===== src/rtl/data_bus_ctrl_pkg.sv =====
// rtl/data_bus_ctrl_pkg.sv - shared constants and byte-merge helper for the data bus controller
package data_bus_ctrl_pkg;

  // Upper address half that selects the configuration region
  localparam logic [15:0] CONF_HI = 16'hBFAF;

  // Word offsets inside the configuration region
  localparam logic [15:0] LED_OFF    = 16'hF000;
  localparam logic [15:0] LEDRG0_OFF = 16'hF004;
  localparam logic [15:0] LEDRG1_OFF = 16'hF008;
  localparam logic [15:0] NUM_OFF    = 16'hF010;
  localparam logic [15:0] SW_OFF     = 16'hF020;
  localparam logic [15:0] TIMER_OFF  = 16'hE000;
  localparam logic [15:0] TCMP_OFF   = 16'hE004;
  localparam logic [15:0] TCTRL_OFF  = 16'hE008;

  // TIMER_CTRL bit positions
  localparam int TCTRL_EN_BIT   = 0;
  localparam int TCTRL_PEND_BIT = 1;

  // Replace the bytes of old_v selected by be with the matching bytes of new_v
  function automatic logic [31:0] apply_be(input logic [31:0] old_v,
                                           input logic [31:0] new_v,
                                           input logic [3:0]  be);
    logic [31:0] r;
    r = old_v;
    for (int i = 0; i < 4; i++) begin
      if (be[i]) r[8*i +: 8] = new_v[8*i +: 8];
    end
    return r;
  endfunction

endpackage


===== src/rtl/data_bus_ctrl_conf_timer.sv =====
// rtl/data_bus_ctrl_conf_timer.sv - free-running timer with compare and sticky pending interrupt
module data_bus_ctrl_conf_timer
  import data_bus_ctrl_pkg::*;
(
  input  logic        clk_i,
  input  logic        rst_ni,
  input  logic        timer_we_i,
  input  logic        cmp_we_i,
  input  logic        ctrl_we_i,
  input  logic [3:0]  be_i,
  input  logic [31:0] wdata_i,
  output logic [31:0] timer_o,
  output logic [31:0] cmp_o,
  output logic [31:0] ctrl_o,
  output logic        irq_o
);

  logic [31:0] timer_q, timer_d;
  logic [31:0] cmp_q, cmp_d;
  logic        en_q, en_d;
  logic        pend_q, pend_d;
  logic        match;
  logic        clr;

  // Next-state: CPU write beats increment; compare set beats a W1C clear
  always_comb begin
    timer_d = timer_q;
    cmp_d   = cmp_q;
    en_d    = en_q;
    pend_d  = pend_q;
    match   = en_q && (timer_q == cmp_q);
    clr     = ctrl_we_i && be_i[0] && wdata_i[TCTRL_PEND_BIT];

    if (timer_we_i)  timer_d = apply_be(timer_q, wdata_i, be_i);
    else if (en_q)   timer_d = timer_q + 32'd1;

    if (cmp_we_i)    cmp_d = apply_be(cmp_q, wdata_i, be_i);

    if (ctrl_we_i && be_i[0]) en_d = wdata_i[TCTRL_EN_BIT];

    if (match)       pend_d = 1'b1;
    else if (clr)    pend_d = 1'b0;
  end

  // Timer state registers
  always_ff @(posedge clk_i or negedge rst_ni) begin
    if (!rst_ni) begin
      timer_q <= '0;
      cmp_q   <= 32'hFFFF_FFFF;
      en_q    <= 1'b0;
      pend_q  <= 1'b0;
    end else begin
      timer_q <= timer_d;
      cmp_q   <= cmp_d;
      en_q    <= en_d;
      pend_q  <= pend_d;
    end
  end

  // Control word view for register reads
  always_comb begin
    ctrl_o                 = '0;
    ctrl_o[TCTRL_EN_BIT]   = en_q;
    ctrl_o[TCTRL_PEND_BIT] = pend_q;
  end

  assign timer_o = timer_q;
  assign cmp_o   = cmp_q;
  assign irq_o   = pend_q;

endmodule


===== src/rtl/data_bus_ctrl.sv =====
// rtl/data_bus_ctrl.sv - CPU data-port decoder routing to data RAM or configuration registers
module data_bus_ctrl #(
  parameter logic [15:0] CONF_HI = data_bus_ctrl_pkg::CONF_HI,
  parameter int          SW_W    = 8,
  parameter int          LED_W   = 16
) (
  input  logic             cpu_clk_50M,
  input  logic             cpu_rst_n,
  input  logic [31:0]      daddr,
  input  logic             dce,
  input  logic [3:0]       we,
  input  logic [31:0]      din,
  output logic [31:0]      dm,
  output logic             ram_en,
  output logic [3:0]       ram_we,
  output logic [31:0]      ram_addr,
  output logic [31:0]      ram_wdata,
  input  logic [31:0]      ram_rdata,
  input  logic [SW_W-1:0]  switch_i,
  output logic [LED_W-1:0] led_o,
  output logic [1:0]       led_rg0_o,
  output logic [1:0]       led_rg1_o,
  output logic [31:0]      num_o,
  output logic             timer_int
);
  import data_bus_ctrl_pkg::*;

  logic              hit, wr_hit, rd_hit;
  logic [15:0]       off;
  logic [LED_W-1:0]  led_q, led_d;
  logic [1:0]        rg0_q, rg0_d;
  logic [1:0]        rg1_q, rg1_d;
  logic [31:0]       num_q, num_d;
  logic [SW_W-1:0]   sw_s1_q, sw_s2_q;
  logic              sel_q;
  logic [31:0]       rdata_q;
  logic [31:0]       rd_val;
  logic [31:0]       timer_v, cmp_v, ctrl_v;

  // Address decode; RAM side is a straight passthrough gated by the miss
  always_comb begin
    hit       = dce && (daddr[31:16] == CONF_HI);
    wr_hit    = hit && (we != 4'b0000);
    rd_hit    = hit && (we == 4'b0000);
    off       = {daddr[15:2], 2'b00};
    ram_en    = dce && !hit;
    ram_we    = we & {4{dce && !hit}};
    ram_addr  = daddr;
    ram_wdata = din;
  end

  // Byte-enabled next values for the plain output registers
  always_comb begin
    led_d = led_q;
    rg0_d = rg0_q;
    rg1_d = rg1_q;
    num_d = num_q;
    if (wr_hit) begin
      case (off)
        LED_OFF:    led_d = LED_W'(apply_be(32'(led_q), din, we));
        LEDRG0_OFF: rg0_d = 2'(apply_be(32'(rg0_q), din, we));
        LEDRG1_OFF: rg1_d = 2'(apply_be(32'(rg1_q), din, we));
        NUM_OFF:    num_d = apply_be(num_q, din, we);
        default:    ;
      endcase
    end
  end

  // Output registers and two-flop switch synchroniser
  always_ff @(posedge cpu_clk_50M or negedge cpu_rst_n) begin
    if (!cpu_rst_n) begin
      led_q   <= '0;
      rg0_q   <= '0;
      rg1_q   <= '0;
      num_q   <= '0;
      sw_s1_q <= '0;
      sw_s2_q <= '0;
    end else begin
      led_q   <= led_d;
      rg0_q   <= rg0_d;
      rg1_q   <= rg1_d;
      num_q   <= num_d;
      sw_s1_q <= switch_i;
      sw_s2_q <= sw_s1_q;
    end
  end

  data_bus_ctrl_conf_timer u_timer (
    .clk_i      (cpu_clk_50M),
    .rst_ni     (cpu_rst_n),
    .timer_we_i (wr_hit && (off == TIMER_OFF)),
    .cmp_we_i   (wr_hit && (off == TCMP_OFF)),
    .ctrl_we_i  (wr_hit && (off == TCTRL_OFF)),
    .be_i       (we),
    .wdata_i    (din),
    .timer_o    (timer_v),
    .cmp_o      (cmp_v),
    .ctrl_o     (ctrl_v),
    .irq_o      (timer_int)
  );

  // Register read mux; unmapped offsets read as zero
  always_comb begin
    rd_val = '0;
    case (off)
      LED_OFF:    rd_val = 32'(led_q);
      LEDRG0_OFF: rd_val = 32'(rg0_q);
      LEDRG1_OFF: rd_val = 32'(rg1_q);
      NUM_OFF:    rd_val = num_q;
      SW_OFF:     rd_val = 32'(sw_s2_q);
      TIMER_OFF:  rd_val = timer_v;
      TCMP_OFF:   rd_val = cmp_v;
      TCTRL_OFF:  rd_val = ctrl_v;
      default:    rd_val = '0;
    endcase
  end

  // Capture register reads so they line up with the RAM's one-cycle latency
  always_ff @(posedge cpu_clk_50M or negedge cpu_rst_n) begin
    if (!cpu_rst_n) begin
      sel_q   <= 1'b0;
      rdata_q <= '0;
    end else begin
      sel_q <= rd_hit;
      if (rd_hit) rdata_q <= rd_val;
    end
  end

  assign dm        = sel_q ? rdata_q : ram_rdata;
  assign led_o     = led_q;
  assign led_rg0_o = rg0_q;
  assign led_rg1_o = rg1_q;
  assign num_o     = num_q;

endmodule


===== config.mk =====
export PLATFORM = sky130hd
export DESIGN_NAME = data_bus_ctrl
export DESIGN_NICKNAME = d
export VERILOG_FILES = /design/src/rtl/data_bus_ctrl_pkg.sv /design/src/rtl/data_bus_ctrl_conf_timer.sv /design/src/rtl/data_bus_ctrl.sv
export SDC_FILE = /design/constraint.sdc
export NUM_CORES = 1
export LEC_CHECK = 0
export CORE_MARGIN = 5
export CORE_UTILIZATION = 50
export DETAILED_ROUTE_END_ITERATION = 12
export DONT_BUFFER_PORTS = 1
export PLACE_DENSITY_LB_ADDON = 0.3
export SYNTH_ARGS = -nofsm -noshare
export SYNTH_HDL_FRONTEND = slang
export SYNTH_HIERARCHICAL = 1
export SYNTH_SLANG_ARGS = --single-unit

===== constraint.sdc =====
create_clock -name cpu_clk_50M -period 4.95 [get_ports cpu_clk_50M]
set_clock_uncertainty 0.05 [all_clocks]
set_input_delay 0.99 -clock cpu_clk_50M [delete_from_list [all_inputs] [get_ports cpu_clk_50M]]
set_output_delay 0.99 -clock cpu_clk_50M [all_outputs]
set_load 0.05 [all_outputs]

# After elaboration in Yosys (flattened, before gate mapping)
# Cells that the tools add are included.
# op_classes
mux,10
addsub,1
n_eq_ne,14
bitwise,1
n_reduce_logical,31
# op_table
cell,n
32-bit case mux with 8 select lines,1
"14-bit == test, second input constant",8
32-bit 2-to-1 mux,3
"32-bit by 1-bit adder with 32-bit output, second input constant",1
32-bit == test,1
8-bit 2-to-1 mux,4
3-bit AND reduction,8
"16-bit == test, second input constant",1
2-bit AND reduction,8
1-bit logical AND,10
"2-bit inequality test, second input constant",4
4-bit bitwise AND,1
4-bit logical NOT,1
2-bit nonzero test,2
4-bit nonzero test,1
1-bit 2-to-1 mux,2
1-bit logical NOT,1
# totals
ff_bits,167
wordCells,79

# Longest topological paths before layout
# Gate-level depths: netlist of the first run.
# depth
word_depth,8
ltp_mapped,13

# Hierarchy
# The synthesis of the first run kept the hierarchy.
# by_module_without_submodules
module,seq_area_each_um2,area_per_inst_um2,n_inst,cells_per_inst
data_bus_ctrl,2527.4,5703.0,1,514
data_bus_ctrl_conf_timer,1691.6,3947.5,1,390

# Worst setup path after synthesis of the first run
# No wires, ideal clock.
# synth_timing
path_type,input to register
startpoint,input port daddr[2]
endpoint,"register u_timer.timer_q[24], in the netlist u_timer/timer_o[24]"
setup_time_ns,0.126
t_required_ns,4.774
cell_stages,12
arrival_time_ns,3.473
path_slack_ns,1.301
cell_sequence,clkbuf_1 > clkbuf_1 > nor2_1 > nand3_1 > nor4_1 > nand2_1 > nor3_1 > nand2b_1 > or4_4 > nor3_4 > a31oi_1 > a311o_1
# synth_via
elab_chain_cells,4
word_cells_on_any_way,6
cone_classes,eq/ne (2); mux (1); reduce/logical (3)
# synth_rtl
item,line_no,text
start: declaration,data_bus_ctrl.sv:9,"input logic [31:0] daddr,"
14-bit == test (*),data_bus_ctrl.sv:91,".timer_we_i (wr_hit && (off == TIMER_OFF)),"
1-bit logical AND (*),data_bus_ctrl.sv:91,
2-bit inequality test (no source line) or 2-bit nonzero test (tied branches),--,
2-bit AND reduction (no source line),--,
end signal: assignment,data_bus_ctrl_conf_timer.sv:53,timer_q <= timer_d;
end: declaration,data_bus_ctrl_conf_timer.sv:18,"logic [31:0] timer_q, timer_d;"
# Every way passes the cells marked *; elsewhere a longest branch is shown, timed or not.
# A chain may end at the register's enable or synchronous reset.

# Final worst setup path of the first run
# layout_timing
startpoint,input port daddr[30]
endpoint,output port ram_we[3]
# layout_via
elab_chain_cells,5
# layout_rtl
item,line_no,text
16-bit == test,data_bus_ctrl.sv:42,hit = dce && (daddr[31:16] == CONF_HI);
1-bit logical AND,data_bus_ctrl.sv:42,
1-bit logical NOT,--,
1-bit logical AND,--,
net ram_en,data_bus_ctrl.sv:14,"output logic ram_en,"
4-bit bitwise AND,data_bus_ctrl.sv:47,ram_we = we & {4{dce && !hit}};
end: declaration,data_bus_ctrl.sv:15,"output logic [3:0] ram_we,"
# The timed path passes the listed nets, and every way through them passes these cells.

==> impl_summary.log, run 1 <==
INFO  metric cts.hold.buffers_added = 0
INFO  metric gp_routability_congestion = ~0.90
INFO  metric max_slew.worst_pin.slew = between 1000 and 1500 ps
INFO  metric detailedRoute.firstIterationViolations = around 600
INFO  metric nets = about 900
INFO  metric pwr-share-seq = 48.6%
INFO  metric layout-area-overhead-vs-synth = 1.919%
INFO  metric place.detailed.instances = approximately 1,100
INFO  metric detail_route.first_pass.iterations = 7
INFO  metric p_int = about 2.1 mW
INFO  metric peak_supply_drop = between 0.2 and 0.25 mV
INFO  metric worst-path-max-fanout = 5
INFO  metric synth_top_family_by_area = multiplexers
INFO  metric worst_path_max_delay_cell = nor4_1
INFO  metric synth.mux.area_fraction = 15.60%
INFO  metric minimum_setup_slack_after_placement = about 1100 ps
INFO  metric post_drt_wl_per_cell = between 20 and 25 µm
INFO  metric kind_of_end_point_of_the_critical_path = primary output
INFO  metric post_cts_resize_count = 0
INFO  metric die-width = ~150 µm
INFO  metric fin_hold_ws = roughly 180 ps
INFO  metric synth_top_area_share = a little over a third
INFO  metric grt_antenna_before_repair = 0
INFO  metric detail-route-antenna-nets = 0
INFO  metric grt_pass1_vias = just under 7,000
INFO  metric critical_path_class = in -> out
INFO  metric drc_errors = 0
INFO  metric layout_setup_ws = 1190 ps
INFO  metric power.density_cell_area = about 290 mW/mm²
INFO  metric synthArstFlopShare = 100.0%
INFO  metric grt_start_max_net_pins = 168
INFO  metric gr_usage_total = a little under a quarter
INFO  metric rsz0062_at_grt = false
INFO  metric filler_cell_count = around 1,700
INFO  metric fmax = roughly 270 MHz
INFO  metric post-synth-top-area-cell = dfrtp_1
INFO  metric dpl.hpwl = 18.84 mm
INFO  metric cts-htree-levels = 4
INFO  metric result_of_the_run = finished, final reports clean
INFO  metric start_kind = primary input
INFO  metric cts_max_path_buffers = 2
INFO  metric timing.max_slew.rel_slack = 24.28%
INFO  metric critical_path_required = approximately 4000 ps
INFO  metric final_cells = 1,087
INFO  metric ys_warn_count = 6
INFO  metric power_frac_clock = between 40% and 50%
INFO  metric synth_flop_cell = dfrtp_1
INFO  metric final.setup.tns = 0 ps
INFO  metric synthesis.instances = around 900
INFO  metric worst_setup_hold_path_clk_slew = 80 ps
INFO  metric post_synth.cell_area_avg = 10.68 µm²
INFO  metric number_of_enable_flip_flop_cells_after_synthesis = 0
INFO  metric starting_density_of_the_core = 51.25%
INFO  metric postCtsSetupBuffers = 0
INFO  metric classification_of_the_worst_slack_hold_path = in -> async
INFO  metric combPwrFrac = about 4%
INFO  metric finalCritPeriodShare = 75.97%
INFO  metric cts_sinks = about 170
INFO  metric final-hold-violation-count = 0
INFO  metric post_synth_and_or_nand_nor_area_fraction = 13.65%
INFO  metric syn_area = roughly 0.0097 mm²
INFO  metric detailed_place.area = 0.009239 mm²
INFO  metric vias = ~6,900
INFO  metric path_delay_family = simple AND/OR/NAND/NOR gates
INFO  metric worst_path_bufs_invs = 1
INFO  metric synth_seq_area_share = approximately 44%
INFO  metric dieHeight = 148.9 µm
INFO  metric clk_lat_worst_skew = about 430 ps
INFO  metric synth_compound_gate_area_share = about an eighth
INFO  metric portBuffers = 0
INFO  metric antenna_cells = 0
INFO  metric synth_seq_cells = around 170
INFO  metric post_drt_via_cell_ratio = around 6.3
INFO  metric die_area = 0.02218 mm²
INFO  metric synthDistinctLibCells = 66
INFO  metric floorplan.core_area = around 0.019 mm²
INFO  metric static-leakage-power = approximately 4.2 nW
INFO  metric crit_path_max_incr_delay = slightly below 700 ps
INFO  metric switching_share = a little over a quarter
INFO  metric netSwitchingPower = around 740 µW
INFO  metric finalSetupViolCount = 0
INFO  metric final_critical_path_time_including_i_o_delays_and_setup = ~3800 ps
INFO  metric root_buffer = clkbuf_16
INFO  metric grt_first_pass_wirelength = 40.12 mm
INFO  metric gr-total-overflow = 0
INFO  metric synthTopCellsByArea = dfrtp_1 (35%), mux2_2 (14%), dfstp_2 (8.7%)
INFO  metric tritoncts = yes
INFO  metric layout-drive-gt1-share = a little over a quarter
INFO  metric worst-endpoint-arrival = between 2000 and 3000 ps
INFO  metric post_synth_fa_ha_maj_area_fraction = less than 1%
INFO  metric cts_inserted_buffers = 17
INFO  metric critical_path.cell_chain = nand4b_1 > nor4_1 > nand2b_1 > inv_1 > and2_1
INFO  metric placement_rows = 50
INFO  metric fin_area = between 0.009 and 0.01 mm²
INFO  metric finalWirelength = ~26 mm
INFO  metric synthXorXnorAreaFrac = under 10%
INFO  metric timing.max_cap.violations = 0
INFO  metric final_max_slew_viol_count = 0
INFO  metric design.portCount = roughly 270
final cells by class:
class | count | area (µm²) | area share (%)
Multi-Input combinational cell | 604 | 4558 | 46.34
Sequential cell | 167 | 4220 | 42.91
Inverter | 12 | 45.04 | 0.4580
Timing Repair Buffer | 12 | 90.09 | 0.9159
Tap cell | 260 | 325.3 | 3.307
Clock buffer | 17 | 425.4 | 4.325
Clock inverter | 15 | 171.4 | 1.743
routing by layer:
metal	global-route usage [%]	share of wire [%]	wire [µm]	up-vias
met2	35.62	46	11820	298
met1	31.60	43	11220	3493
met3	7.201	8.4	2177	40
li1	-	-	-	3054
met5	0	0	0	-
met4	7.963	2.4	630	0
synth_stat cells, drive strengths merged (13+ instances only):
master  instances
a221oi         13
a21oi          13
nand4          18
dfrtp         135
nor3           18
nand3          20
a22o           37
buf           115
clkbuf         35
a211oi         14
a222oi         18
nor4           26
o21ai          47
xnor2          20
nor2           26
nand2          67
mux2          119
dfstp          32
xor2           20
final timing paths:
kind	startpoint	end	slack, ps	depth (start not counted)
worst max-delay path	daddr[30]	ram_we[3]	1190	5
worst min-delay path	cpu_rst_n	sw_s1_q[2]	180	0
worst max register to register	u_timer/en_q	u_timer/timer_o[15]	2230	5
worst min register to register	sw_s1_q[3]	sw_s2_q[3]	300	0
max in group asynchronous	cpu_rst_n	u_timer/cmp_o[16]	4380	0
min in group cpu_clk_50M	sw_s1_q[3]	sw_s2_q[3]	300	0
registers in the layout, indices dropped and copies added (netlist names):
register         count
u_timer/irq_o        1
sw_s2_q              8
u_timer/en_q         1
u_timer/cmp_o       32
num_o               32
led_o               16
rdata_q             32
u_timer/timer_o     32
led_rg1_o            2
sel_q                1
led_rg0_o            2
sw_s1_q              8
logic make-up after synthesis:
logic type      count (synthesis)
simple gates                  231
compound gates                169
flops                         167
buf+inv                       162
mux                           133
xor+xnor                       40
fa+ha+maj                       1
other cells                     1
worst register-to-register path, stage by stage (launching register included):
cell and delay [ps]:
dfrtp_1 700, nand2b_1 300, nor4_1 1010, nand3_1 210, o32ai_1 280, a21oi_1 60
cell usage in the layout (no fill, tap or decap), drive strengths merged, types with 20 or more instances in the layout:
cell type	count
nand3	20
dfrtp	135
xor2	20
conb	30
nor4	26
dfstp	32
o21ai	47
nand2	67
xnor2	20
a22o	37
nor2	26
inv	23
mux2	119
through the flow:
stage	power, mW	util (%)
5_1_grt	2.918	52.23
2_1_floorplan	1.669	-
3_3_place_gp	1.513	49.06
4_1_cts	2.845	52.23
3_5_place_dp	1.514	49.06
6_report	2.825	52.23
power by group through the flow:
stage / logic [mW] / registers (mW) / clock network (mW)
5_1_grt: 0.120 / 1.37 / 1.42
3_3_place_gp: 0.114 / 1.40 / 0
2_1_floorplan: 0.271 / 1.40 / 0
4_1_cts: 0.115 / 1.37 / 1.36
6_report: 0.115 / 1.37 / 1.34
3_5_place_dp: 0.115 / 1.40 / 0
(Power assumes the default switching activity.)
==> run 2: changes to the inputs <==
Settings changed: ABC_AREA from default to 1.
Clock period 4.95 ns to 3.1 ns, I/O delays scaled along.
==> impl_summary.log, run 2 <==
INFO  metric dieHeight = around 160 µm
INFO  metric classification_of_the_worst_slack_hold_path = in -> async
INFO  metric clk_lat_worst_skew = 440 ps
INFO  metric rr_worst_depth = 10
INFO  metric layout-area-overhead-vs-synth = 1.535%
INFO  metric detailed_route_wirelength_on_metal2 = about 15 mm
INFO  metric synthDistinctLibCells = 38
INFO  metric final-hold-violation-count = ~140
INFO  metric syn_area = about 0.011 mm²
INFO  metric post_synth_fa_ha_maj_area_fraction = less than 1%
INFO  metric synth_top_family_by_area = simple AND/OR/NAND/NOR gates
INFO  metric layout-drive-gt1-share = 10.87%
INFO  metric finalWirelength = around 32 mm
INFO  metric synth_seq_cells = ~170
INFO  metric starting_density_of_the_core = between 50% and 60%
INFO  metric final_cells = 1,719
INFO  metric max_slew.worst_pin.slew = 900.4 ps
INFO  metric die-width = 157.3 µm
INFO  metric post_drt_wl_per_cell = ~19 µm
INFO  metric synthArstFlopShare = 100.0%
INFO  metric synth_seq_area_share = roughly 39%
INFO  metric post-synth-top-area-cell = dfrtp_1
INFO  metric fmax = about 410 MHz
INFO  metric cts_sinks = 167
INFO  metric layout.cells.most_common_list = nand2_1 (512), nand3_1 (176), dfrtp_1 (135)
INFO  metric multi_input_area = around 0.0052 mm²
INFO  metric static-leakage-power = approximately 5.5 nW
INFO  metric gp_routability_congestion = roughly 0.96
INFO  metric kind_of_end_point_of_the_critical_path = primary output
INFO  metric final.setup.tns = 0 ps
INFO  metric detailedRoute.firstIterationViolations = between 1,000 and 1,500
INFO  metric timing.critical_path.to = dm[3]
INFO  metric synthXorXnorAreaFrac = 0.8882%
INFO  metric synthesis.instances = between 1,500 and 2,000
INFO  metric yosys.cell_count.top_type = nand2_1
INFO  metric drc_errors = 0
INFO  metric synth_compound_gate_area_share = 6.160%
INFO  metric filler_cell_count = 2,134
INFO  metric peak_supply_drop = roughly 0.31 mV
INFO  metric nets = 1,543
INFO  metric fin_hold_ws = -173.3 ps
INFO  metric power.density_cell_area = 413.4 mW/mm²
INFO  metric timing.max_slew.rel_slack = around 40%
INFO  metric synth.mux.area_fraction = around 3.5%
INFO  metric root_buffer = clkbuf_16
INFO  metric timing.max_cap.violations = 0
INFO  metric design.portCount = 265
INFO  metric layout_commonest_cell = nand2_1
INFO  metric rsz0062_at_grt = false
INFO  metric detail_route.wirelength.met1 = between 10 and 15 mm
INFO  metric ys_warn_count = 6
INFO  metric finalSetupViolCount = 0
INFO  metric synthTopCellsByArea = dfrtp_1 (31%), nand2_1 (18%), nand3_1 (8.1%)
INFO  metric worst-endpoint-arrival = about 1800 ps
INFO  metric tritoncts = yes
INFO  metric detail_route.first_pass.iterations = 6
INFO  metric post_synth_and_or_nand_nor_area_fraction = between 30% and 40%
INFO  metric gr-total-overflow = 0
INFO  metric violations = hold timing
INFO  metric grt_start_max_net_pins = 168
INFO  metric finalCritPeriodShare = 78.10%
INFO  metric number_of_enable_flip_flop_cells_after_synthesis = 0
INFO  metric floorplan.core_area = around 0.021 mm²
INFO  metric die_area = between 0.02 and 0.025 mm²
INFO  metric placement_rows = between 50 and 60
INFO  metric start_kind = flip-flop
INFO  metric ff_latch_area = between 0.004 and 0.005 mm²
INFO  metric synth_flop_cell = dfrtp_1
INFO  metric post_cts_resize_count = 0
INFO  metric crit_path_start = sel_q
INFO  metric finalPower = roughly 4.6 mW
INFO  metric fin_area = 0.01101 mm²
INFO  metric vias = 9,621
INFO  metric rr_endpoint = u_timer/timer_o[24]
INFO  metric post_drt_via_cell_ratio = 5.597
INFO  metric cts-htree-levels = 4
INFO  metric cts_max_path_buffers = 2
INFO  metric final_max_slew_viol_count = 0
INFO  metric dpl.hpwl = around 23 mm
INFO  metric met3WireLength = between 2 and 3 mm
INFO  metric post_synth.cell_area_avg = roughly 7.1 µm²
INFO  metric detailed_place.area = 0.01042 mm²
INFO  metric postCtsSetupBuffers = 0
INFO  metric result_of_the_run = finished, violations left
INFO  metric antenna_cells = 0
INFO  metric yosys-top-cells-count = nand2_1 (512), nand3_1 (176), dfrtp_1 (135), inv_1 (128), buf_4 (101)
INFO  metric dr.max_layer_used = met4
INFO  metric cts_inserted_buffers = 17
INFO  metric grt_pass1_vias = ~8,700
INFO  metric gr_usage_total = 25.44%
INFO  metric place.detailed.instances = around 1,700
INFO  metric worst-path-max-fanout = 27
INFO  metric synth_top_area_share = 31.15%
INFO  metric grt_antenna_before_repair = 0
INFO  metric grt_first_pass_wirelength = 49.31 mm
INFO  metric reg2reg_slack = around 1100 ps
INFO  metric worst_setup_hold_path_clk_slew = approximately 70 ps
INFO  metric final_critical_path_time_including_i_o_delays_and_setup = approximately 2400 ps
INFO  metric critical_path.reg2reg.startpoint = u_timer/timer_o[0]
INFO  metric critical_path_required = 2430 ps
INFO  metric critical_path_class = reg -> out
INFO  metric portBuffers = 0
INFO  metric detail-route-antenna-nets = 0
-- run 2: kinds of logic after synthesis --
| logic type | count (synthesis) |
|---|---|
| adders and majority gates | 1 |
| AOI/OAI and AO/OA | 128 |
| and+or+nand+nor | 885 |
| xor gates and xnor gates | 11 |
| buffers and inverters | 294 |
| muxes | 34 |
| DFF | 167 |
| other | 1 |
-- run 2: how the worst min path moves through the flow --
stage	slack [ps]	end	depth (start not counted)
global placement	280	led_o[12]	0
floorplan	270	led_o[0]	0
CTS	-190	led_o[12]	0
global route	-190	num_o[11]	0
detailed placement	280	led_o[12]	0
finish	-170	led_o[12]	0
-- run 2: cell type report --
| type | instances | area share [%] |
|---|---|---|
| multi-input combinational | 1089 | 47.07 |
| sequential | 167 | 38.31 |
| inverter | 134 | 4.567 |
| clock buffer | 20 | 4.147 |
| tap | 275 | 3.124 |
| timing repair buffer | 22 | 1.500 |
| clock inverter | 12 | 1.284 |
-- run 2: where the power goes --
| part | internal (mW) | switching [mW] | total (mW) |
|---|---|---|---|
| registers | 2.19 | 0.00325 | 2.19 |
| logic | 0.0344 | 0.139 | 0.174 |
| clock network | 1.24 | 0.942 | 2.18 |
| total | 3.47 | 1.08 | 4.55 |
-- run 2: routing by layer --
metal  GRT usage, %  vias up
met5              0        -
met3          4.812       45
met1          36.32     4508
met4          6.268        0
met2          40.26      480
li1               -     4588
-- run 2: worst max-delay path, cell delays in order, from the launching register on --
cell	delay (ps)
dfrtp_1	450
buf_4	340
mux2_2	510
-- run 2: per-stage QoR --
step / setup WS [ps] / utilization, % / hold slack [ps]
2_1_floorplan: -79.75 / - / 274.4
3_3_place_gp: 378.7 / 49.08 / 279.5
3_5_place_dp: 299.6 / 49.08 / 279.3
4_1_cts: 648.4 / 51.90 / -187.5
5_1_grt: 471.8 / 51.90 / -189.1
6_report: 678.9 / 51.90 / -173.3
